--- config.mk ---
export PLATFORM = sky130hd
export DESIGN_NAME = fp_add_normalize_round
export DESIGN_NICKNAME = d
export VERILOG_FILES = /design/src/rtl/fp_add_normalize_round.sv
export SDC_FILE = /design/constraint.sdc
export NUM_CORES = 1
export LEC_CHECK = 0
export CORE_MARGIN = 4
export CORE_UTILIZATION = 40
export DETAILED_ROUTE_END_ITERATION = 8
export GPL_ROUTABILITY_DRIVEN = 0
export SLEW_MARGIN = 25
export SYNTH_ARGS = -nofsm -noshare
export SYNTH_HDL_FRONTEND = slang
export SYNTH_SLANG_ARGS = --single-unit
--- constraint.sdc ---
create_clock -name clk -period 5.6 [get_ports clk]
set_clock_uncertainty 0.1 [all_clocks]
set_input_delay 0.56 -clock clk [delete_from_list [all_inputs] [get_ports clk]]
set_output_delay 0.56 -clock clk [all_outputs]
set_load 0.05 [all_outputs]
--- src/rtl/fp_add_normalize_round.sv ---
// Add/subtract, normalize, round-to-nearest-even and pack stage of the FP adder.
// Define NORM_LZC_EN to normalize in a single cycle with a leading-zero count.
module fp_add_normalize_round #(
    parameter logic [7:0]  EXP_MAX = 8'hFF,
    parameter logic [31:0] QNAN    = 32'h7FC00000
) (
    input  logic        clk,
    input  logic        reset,
    input  logic        inValid,
    output logic        inReady,
    input  logic        signA,
    input  logic        signB,
    input  logic [23:0] alignedMantissaA,
    input  logic [23:0] alignedMantissaB,
    input  logic [7:0]  exponentIn,
    input  logic        guardBit,
    input  logic        roundBit,
    input  logic        stickyBit,
    input  logic        grsOwnerB,
    output logic        outValid,
    input  logic        outReady,
    output logic [31:0] result,
    output logic        overflow,
    output logic        underflow,
    output logic        busy
);

    // Handshake: a transfer happens on a rising edge where valid && ready are both high.
    typedef enum logic [2:0] {
        S_IDLE  = 3'd0,
        S_ADD   = 3'd1,
        S_NORM  = 3'd2,
        S_ROUND = 3'd3,
        S_DONE  = 3'd4
    } state_t;

    state_t      state_q, state_d;
    logic        sign_a_q, sign_a_d;
    logic        sign_b_q, sign_b_d;
    logic [26:0] op_a_q, op_a_d;
    logic [26:0] op_b_q, op_b_d;
    logic        sign_q, sign_d;
    logic [23:0] mant_q, mant_d;
    logic        g_q, g_d;
    logic        r_q, r_d;
    logic        s_q, s_d;
    logic [7:0]  exp_q, exp_d;
    logic [31:0] result_q, result_d;
    logic        overflow_q, overflow_d;
    logic        underflow_q, underflow_d;

    logic [2:0]  grs_in;
    logic [31:0] special_result;
    logic        a_msb_zero, b_msb_zero;
    logic        a_frac_nz, b_frac_nz;
    logic [27:0] add_sum;
    logic        a_larger;
    logic [26:0] sub_diff;
    logic        round_inc;
    logic [24:0] round_sum;
    logic [23:0] round_mant;
    logic [8:0]  round_exp;
    logic        round_ovf;

    assign grs_in = {guardBit, roundBit, stickyBit};

    // Special operands: an msb-0 mantissa at the all-ones exponent is Inf (fraction 0) or NaN.
    assign a_msb_zero = ~alignedMantissaA[23];
    assign b_msb_zero = ~alignedMantissaB[23];
    assign a_frac_nz  = |alignedMantissaA[22:0];
    assign b_frac_nz  = |alignedMantissaB[22:0];

    always_comb begin
        special_result = {signA, EXP_MAX, 23'd0};
        if ((a_msb_zero && a_frac_nz) || (b_msb_zero && b_frac_nz)) begin
            special_result = QNAN;
        end else if (a_msb_zero && b_msb_zero && (signA != signB)) begin
            special_result = QNAN;
        end else if (a_msb_zero) begin
            special_result = {signA, EXP_MAX, 23'd0};
        end else if (b_msb_zero) begin
            special_result = {signB, EXP_MAX, 23'd0};
        end
    end

    assign add_sum  = {1'b0, op_a_q} + {1'b0, op_b_q};
    assign a_larger = (op_a_q > op_b_q);
    assign sub_diff = a_larger ? (op_a_q - op_b_q) : (op_b_q - op_a_q);

    // Round to nearest, ties to even; a mantissa carry renormalizes to 1.0 with exponent + 1.
    assign round_inc  = g_q & (r_q | s_q | mant_q[0]);
    assign round_sum  = {1'b0, mant_q} + {24'd0, round_inc};
    assign round_mant = round_sum[24] ? 24'h800000 : round_sum[23:0];
    assign round_exp  = {1'b0, exp_q} + {8'd0, round_sum[24]};
    assign round_ovf  = (round_exp >= {1'b0, EXP_MAX});

`ifdef NORM_LZC_EN
    logic [25:0] norm_vec;
    logic [4:0]  lzc;
    logic [7:0]  exp_room;
    logic [7:0]  shift_amt;
    logic [25:0] norm_shifted;

    assign norm_vec = {mant_q, g_q, r_q};

    always_comb begin
        lzc = 5'd26;
        for (int i = 0; i < 26; i++) begin
            if (norm_vec[i]) begin
                lzc = 5'(25 - i);
            end
        end
    end

    // The exponent may not drop below 1, so the shift is clamped to exp - 1.
    assign exp_room     = (exp_q > 8'd1) ? (exp_q - 8'd1) : 8'd0;
    assign shift_amt    = ({3'd0, lzc} < exp_room) ? {3'd0, lzc} : exp_room;
    assign norm_shifted = norm_vec << shift_amt;
`endif

    always_comb begin
        state_d     = state_q;
        sign_a_d    = sign_a_q;
        sign_b_d    = sign_b_q;
        op_a_d      = op_a_q;
        op_b_d      = op_b_q;
        sign_d      = sign_q;
        mant_d      = mant_q;
        g_d         = g_q;
        r_d         = r_q;
        s_d         = s_q;
        exp_d       = exp_q;
        result_d    = result_q;
        overflow_d  = overflow_q;
        underflow_d = underflow_q;

        case (state_q)
            S_IDLE: begin
                if (inValid && inReady) begin
                    sign_a_d    = signA;
                    sign_b_d    = signB;
                    op_a_d      = {alignedMantissaA, grsOwnerB ? 3'b000 : grs_in};
                    op_b_d      = {alignedMantissaB, grsOwnerB ? grs_in : 3'b000};
                    exp_d       = exponentIn;
                    overflow_d  = 1'b0;
                    underflow_d = 1'b0;
                    if (exponentIn == EXP_MAX) begin
                        result_d = special_result;
                        state_d  = S_DONE;
                    end else begin
                        state_d = S_ADD;
                    end
                end
            end

            S_ADD: begin
                if (sign_a_q == sign_b_q) begin
                    sign_d  = sign_a_q;
                    state_d = S_NORM;
                    if (add_sum[27]) begin
                        mant_d = add_sum[27:4];
                        g_d    = add_sum[3];
                        r_d    = add_sum[2];
                        s_d    = add_sum[1] | add_sum[0];
                        exp_d  = exp_q + 8'd1;
                    end else begin
                        mant_d = add_sum[26:3];
                        g_d    = add_sum[2];
                        r_d    = add_sum[1];
                        s_d    = add_sum[0];
                    end
                end else if (op_a_q == op_b_q) begin
                    result_d = 32'd0;
                    state_d  = S_DONE;
                end else begin
                    sign_d  = a_larger ? sign_a_q : sign_b_q;
                    mant_d  = sub_diff[26:3];
                    g_d     = sub_diff[2];
                    r_d     = sub_diff[1];
                    s_d     = sub_diff[0];
                    state_d = S_NORM;
                end
            end

            S_NORM: begin
`ifdef NORM_LZC_EN
                if (mant_q[23]) begin
                    state_d = S_ROUND;
                end else begin
                    mant_d = norm_shifted[25:2];
                    g_d    = norm_shifted[1];
                    r_d    = norm_shifted[0];
                    exp_d  = exp_q - shift_amt;
                    if (norm_shifted[25]) begin
                        state_d = S_ROUND;
                    end else begin
                        result_d    = {sign_q, 31'd0};
                        underflow_d = 1'b1;
                        state_d     = S_DONE;
                    end
                end
`else
                if (mant_q[23]) begin
                    state_d = S_ROUND;
                end else if (exp_q > 8'd1) begin
                    mant_d = {mant_q[22:0], g_q};
                    g_d    = r_q;
                    r_d    = 1'b0;
                    exp_d  = exp_q - 8'd1;
                end else begin
                    result_d    = {sign_q, 31'd0};
                    underflow_d = 1'b1;
                    state_d     = S_DONE;
                end
`endif
            end

            S_ROUND: begin
                mant_d     = round_mant;
                exp_d      = round_exp[7:0];
                overflow_d = round_ovf;
                result_d   = round_ovf ? {sign_q, EXP_MAX, 23'd0}
                                       : {sign_q, round_exp[7:0], round_mant[22:0]};
                state_d    = S_DONE;
            end

            S_DONE: begin
                if (outReady) begin
                    state_d = S_IDLE;
                end
            end

            default: begin
                state_d = S_IDLE;
            end
        endcase
    end

    always_ff @(posedge clk or posedge reset) begin
        if (reset) begin
            state_q     <= S_IDLE;
            sign_a_q    <= 1'b0;
            sign_b_q    <= 1'b0;
            op_a_q      <= 27'd0;
            op_b_q      <= 27'd0;
            sign_q      <= 1'b0;
            mant_q      <= 24'd0;
            g_q         <= 1'b0;
            r_q         <= 1'b0;
            s_q         <= 1'b0;
            exp_q       <= 8'd0;
            result_q    <= 32'd0;
            overflow_q  <= 1'b0;
            underflow_q <= 1'b0;
        end else begin
            state_q     <= state_d;
            sign_a_q    <= sign_a_d;
            sign_b_q    <= sign_b_d;
            op_a_q      <= op_a_d;
            op_b_q      <= op_b_d;
            sign_q      <= sign_d;
            mant_q      <= mant_d;
            g_q         <= g_d;
            r_q         <= r_d;
            s_q         <= s_d;
            exp_q       <= exp_d;
            result_q    <= result_d;
            overflow_q  <= overflow_d;
            underflow_q <= underflow_d;
        end
    end

    assign inReady   = (state_q == S_IDLE) && !reset;
    assign outValid  = (state_q == S_DONE);
    assign busy      = (state_q != S_IDLE);
    assign result    = result_q;
    assign overflow  = overflow_q;
    assign underflow = underflow_q;

endmodule
# Word level (Yosys, flattened, before mapping)
# Index checks and enable logic that the tools add are counted.
# Widths: inputs -> output; s select.
# totals
regBits	129
in_bits	66
output_inout_bits	37
word_cells	138
# classes
add_sub_neg	7
magnitude_cmp	3
eq_ne	21
muxes	59
bitwise	6
reduce_logical	27
# ops
cell	count
$mux 32	10
$mux 24	6
$pmux 32 s4	1
$pmux 24 s3	1
$sub 27x27->27	2
$reduce_or 23->1	2
$mux 8	5
$pmux 8 s4	1
$mux 31	1
$add 27x27->28	1
$eq 27x27->1	1
$gt 27x27->1	1
$mux 27	1
$mux 3	9
$add 24x1->25	1
$ne 2x2->1 const B	10
$mux 1	19
$pmux 3 s5	1
$reduce_and 4->1	3
$add 8x1->9	1
$ge 9x8->1 const B	1
$add 8x1->8 const B	1
$eq 8x8->1 const B	1
$gt 8x1->1 const B	1
23 further kinds	42

# Logic depth before layout (Yosys ltp)
# depth
depth_word	8
depth_mapped	17
depth_no_buf	16

# Least setup slack after synthesis
# Ideal clock, no wire load.
# synth_path
path_kind	register to register
startpoint	register g_q
endpoint	register result_q[10] (netlist: result[10])
setup_time_ns	0.067
arrival_time_ns	3.486
t_required_ns	5.433
path_slack_ns	1.947
path_stages_with_launch	18
path_buffers	2
synth_period_minus_slack_ns	3.653
path_cell_list	dfrtp_1 > and2_1 > ha_1 > nand3_1 > nor4_1 > nand3_1 > nor2_1 > ha_1 > ha_1 > nand2b_1 > o22ai_1 > nand4_1 > nor2_1 > o211ai_1 > and2_1 > clkbuf_1 > clkbuf_1 > a22o_1
# synth_via
elab_chain_len	6
elab_cells_between_ends	7
cone_classes	add/sub: 2; order compare: 1; mux: 3; bitwise: 1
# synth_rtl
element	line	source
start, declared	44	logic g_q, g_d;
start signal, assigned	263	g_q <= g_d;
$and 1x1->1 *	91	assign round_inc = g_q & (r_q | s_q | mant_q[0]);
$add 24x1->25 *	92	assign round_sum = {1'b0, mant_q} + {24'd0, round_inc};
$add 8x1->9	94	assign round_exp = {1'b0, exp_q} + {8'd0, round_sum[24]};
$ge 9x8->1	95	assign round_ovf = (round_exp >= {1'b0, EXP_MAX});
$mux 31 *	222	result_d = round_ovf ? {sign_q, EXP_MAX, 23'd0}
$pmux 32 s4 *	137	case (state_q)
end signal, assigned	267	result_q <= result_d;
end, declared	48	logic [31:0] result_q, result_d;
# Mark *: on every way between the ends. The rest lies on a longest branch, timed or not.
# A chain may end at the register's enable or synchronous reset.

# Final worst setup path
# layout_path
startpoint	register g_q
endpoint	register result_q[13] (netlist: result[13])
# The elaborated chain is that of the path after synthesis.

==> summary.txt <==
Global route
  – Busiest layer in global routing: met2
  – First-pass GRT wire length: ~59,000 um
  – Number of antenna violations at the first check in global routing: 0
  – Routing usage on met1: 0.318
  – GR Util met3: 0.0329
  – Overflow left after global routing: 0
  – Global-route usage over all layers: 0.221
  – Met2 Use GR: 0.352
  – Pin count of the biggest net entering global routing: 86
  – Via count of the first global-routing pass: 10,580

Worst setup path
  – Worst setup path category: reg2reg
  – Endpoint of the worst setup timing path: result[13]
  – CP dominant cell by count: ha_1
  – Reg2Reg Capture Point: result[13]
  – Critical Path, Cell by Cell: and2_1 > ha_1 > nand3_1 > nor4_1 > nand3_1 > nor2_1 > ha_1 > ha_1 > nand2b_1 > o22ai_1 > nand4_1 > nor2_1 > o211ai_1 > and2_1 > nand2_1 > o21ai_0
  – Worst Setup SP: g_q
  – Slowest cell on crit path: nor4_1
  – Kind of end point of the critical path: flop
  – Sum of buffers and inverters on the critical path: 0
  – Worst r2r src: g_q
  – Reg2reg path depth: 16
  – Cell family contributing the most delay on the critical path: simple AND/OR/NAND/NOR gates
  – Cell depth of the worst setup path: 16
  – Crit start category: flop
  – Data arrival time at the worst-slack endpoint: 4.79 ns
  – Crit path required time: between 5 and 6 ns
  – Worst R2R Setup Slack: between 1 and 1.5 ns
  – Largest driver fanout on the critical path: 16
  – Delay of the slowest cell on the worst path: 0.57 ns

Cells and area
  – Fraction of layout cells with a size suffix above 1: 0.0880
  – Number of diodes added for antenna fixing: 0
  – Commonest cells after routing, fill and taps aside: dfrtp_1, a21oi_1, nand2_1
  – Leading cell type in the layout, fill and taps excluded: dfrtp_1
  – Final Net Count: roughly 1,700
  – Layout area overhead: 15.4%

Synthesis
  – Number of warning messages in the yosys log: 0
  – Top post-synthesis cells by area: dfrtp_1, ha_1, a21oi_1, mux2_2, nand2_1
  – Post-Syn Instances: between 1,000 and 1,500
  – Ys async rst share: 1.00
  – Synth Cell Area: 11,800 sq um
  – Number of distinct standard cells referenced by the synthesized netlist: between 80 and 90
  – Sequential-to-total area share from yosys stat: 0.273
  – Most used flip-flop cell after synthesis: dfrtp_1
  – Post-synthesis register bit count: approximately 130
  – Number of nets in the synthesized netlist: 1,613
  – Synthesized area per cell: a little over 8 sq um
  – Count of flip-flops with a built-in enable after synthesis: 0
  – Biggest area consumer among synthesized cells: dfrtp_1
  – Area share of the largest cell type after synthesis: 0.273

Timing
  – Final worst path period share: 0.809
  – RSZ-0062 raised after global routing: no
  – Pins Over Slew Limit: 0
  – Final min period: about 4.5 ns
  – Max frequency: around 220 MHz
  – TNS Setup: 0 ns
  – Worst-case headroom to the max-slew limit: 0.328
  – Slew of the pin with the lowest slew margin: approximately 1.0 ns
  – Hold violation total from the final report: 0
  – Final worst slack: between 1 and 1.5 ns
  – Count of endpoints failing setup in the final report: 0

Clock tree
  – Maximum level of the CTS H-tree: 4
  – Num Clock Sinks: between 100 and 150
  – Hold buffer count at CTS: 0
  – TritonCTS clock tree: done
  – Root Buffer: clkbuf_16
  – Number of buffers created by CTS: 17
  – Clock latency of the later-clocked register in the worst-skew pair: 0.44 ns
  – Longest Clk Path Bufs: 2
  – Total of cells resized after clock tree synthesis: 0
  – Post-CTS setup repair buffer count: 0
  – Worst-path clk slew: 0.06 ns

Run status
  – Outcome: complete, no violations

Detailed routing
  – DRT iter0 DRCs: 1,068
  – Number of nets with antenna violations after detailed routing: 0
  – Final WL: around 37,000 um
  – Via count: roughly 11,000
  – Wire length per cell after detailed routing: slightly below 20 um
  – Iteration count of the initial detailed-routing pass: 5
  – Vias per Instance: around 6.0
  – Residual DRC: 0

Die
  – Initial Utilization: 0.408
  – Number of rows in the core area: 62
  – Die Width: 180 um
  – Die Area: approximately 32,000 sq um
  – Number of top-level pins: approximately 100
  – Placeable core area: 28,900 sq um
  – Overall die height: 180 um

Placed design
  – Worst slack, placed: about 1.1 ns
  – Quantity of I/O buffers inserted on ports: 102
  – Total half-perimeter wirelength after legalization and detailed placement: between 20,000 and 30,000 um

Worst hold path
  – Type of the most critical hold path: reg2reg

Run
  – Max-cap check violation count: 0
[cell families (layout without fill, tap and decap cells)]
kind of cell             count (synthesis)  in the layout  share of synthesized area
buffers and inverters                  178            242                     0.0595
flip-flops                             129            129                      0.273
XOR/XNOR                                70             70                     0.0519
AO/OA/AOI/OAI                          466            466                      0.264
adder cells (fa/ha/maj)                 89             89                     0.0962
AND/OR/NAND/NOR                        451            451                      0.186
multiplexers                            75             75                     0.0690
[synth_stat cells (all sizes together), types with 17 or more instances]
master	number
a211oi	24
a21oi	128
a31oi	19
buf	28
clkbuf	58
dfrtp	129
ha	86
inv	90
mux2	51
mux2i	24
nand2	124
nand2b	17
nand3	40
nor2	114
nor2b	18
nor3	38
nor4	26
o211ai	17
o21ai	102
o22ai	17
xnor2	41
xor2	29
[state kept, by name, indices dropped and copies added, names as in the netlist]
register,flops
result,32
underflow,1
r_q,1
sign_b_q,1
exp_q,8
overflow,1
sign_a_q,1
op_b_q,27
mant_q,24
s_q,1
sign_q,1
state_q,3
op_a_q,27
g_q,1
[worst register-to-register path, delay by kind of cell, from the launching register on]
family / cells / cell delay (ns)
compound gates: 3 / 0.69
simple gates: 10 / 2.49
fa+ha+maj: 3 / 0.78
flops: 1 / 0.41
[through the flow]
stage | area [sq um] | utilization | hold WS, ns | instances
after floorplan | 11800 | - | 0.350 | 1458
after global placement | 13100 | 0.452 | 0.370 | 1875
after detailed placement | 13100 | 0.453 | 0.375 | 1875
after CTS | 13600 | 0.471 | 0.390 | 1906
after global routing | 13600 | 0.471 | 0.403 | 1906
final | 13600 | 0.471 | 0.383 | 1906
[cell type report]
class | instances | area, sq um
Sequential cell | 129 | 3230
Clock buffer | 17 | 425
Multi-Input combinational cell | 1151 | 7890
Inverter | 92 | 350
Fill cell | 2838 | 15300
Timing Repair Buffer | 119 | 1150
Tap cell | 384 | 480
Clock inverter | 14 | 106
[metal layers]
metal / part of all wire / vias to the layer above
met5: 0 / -
met4: 0.019 / 0
met1: 0.46 / 5436
met2: 0.45 / 490
li1: - / 5412
met3: 0.072 / 67
[how the worst min path moves through the flow]
| stage | start | endpoint | slack (ns) | cells past startpoint |
|---|---|---|---|---|
| after floorplan | sign_q | sign_q | 0.35 | 2 |
| after global placement | result[24] | result[24] | 0.37 | 2 |
| after detailed placement | result[7] | result[7] | 0.38 | 2 |
| after CTS | result[7] | result[7] | 0.39 | 2 |
| after global routing | result[7] | result[7] | 0.40 | 2 |
| final | result[7] | result[7] | 0.38 | 2 |
Power is left out: the tool's default activity adds up to more than one toggle a clock period on the data nets, which glitch-free logic cannot reach.
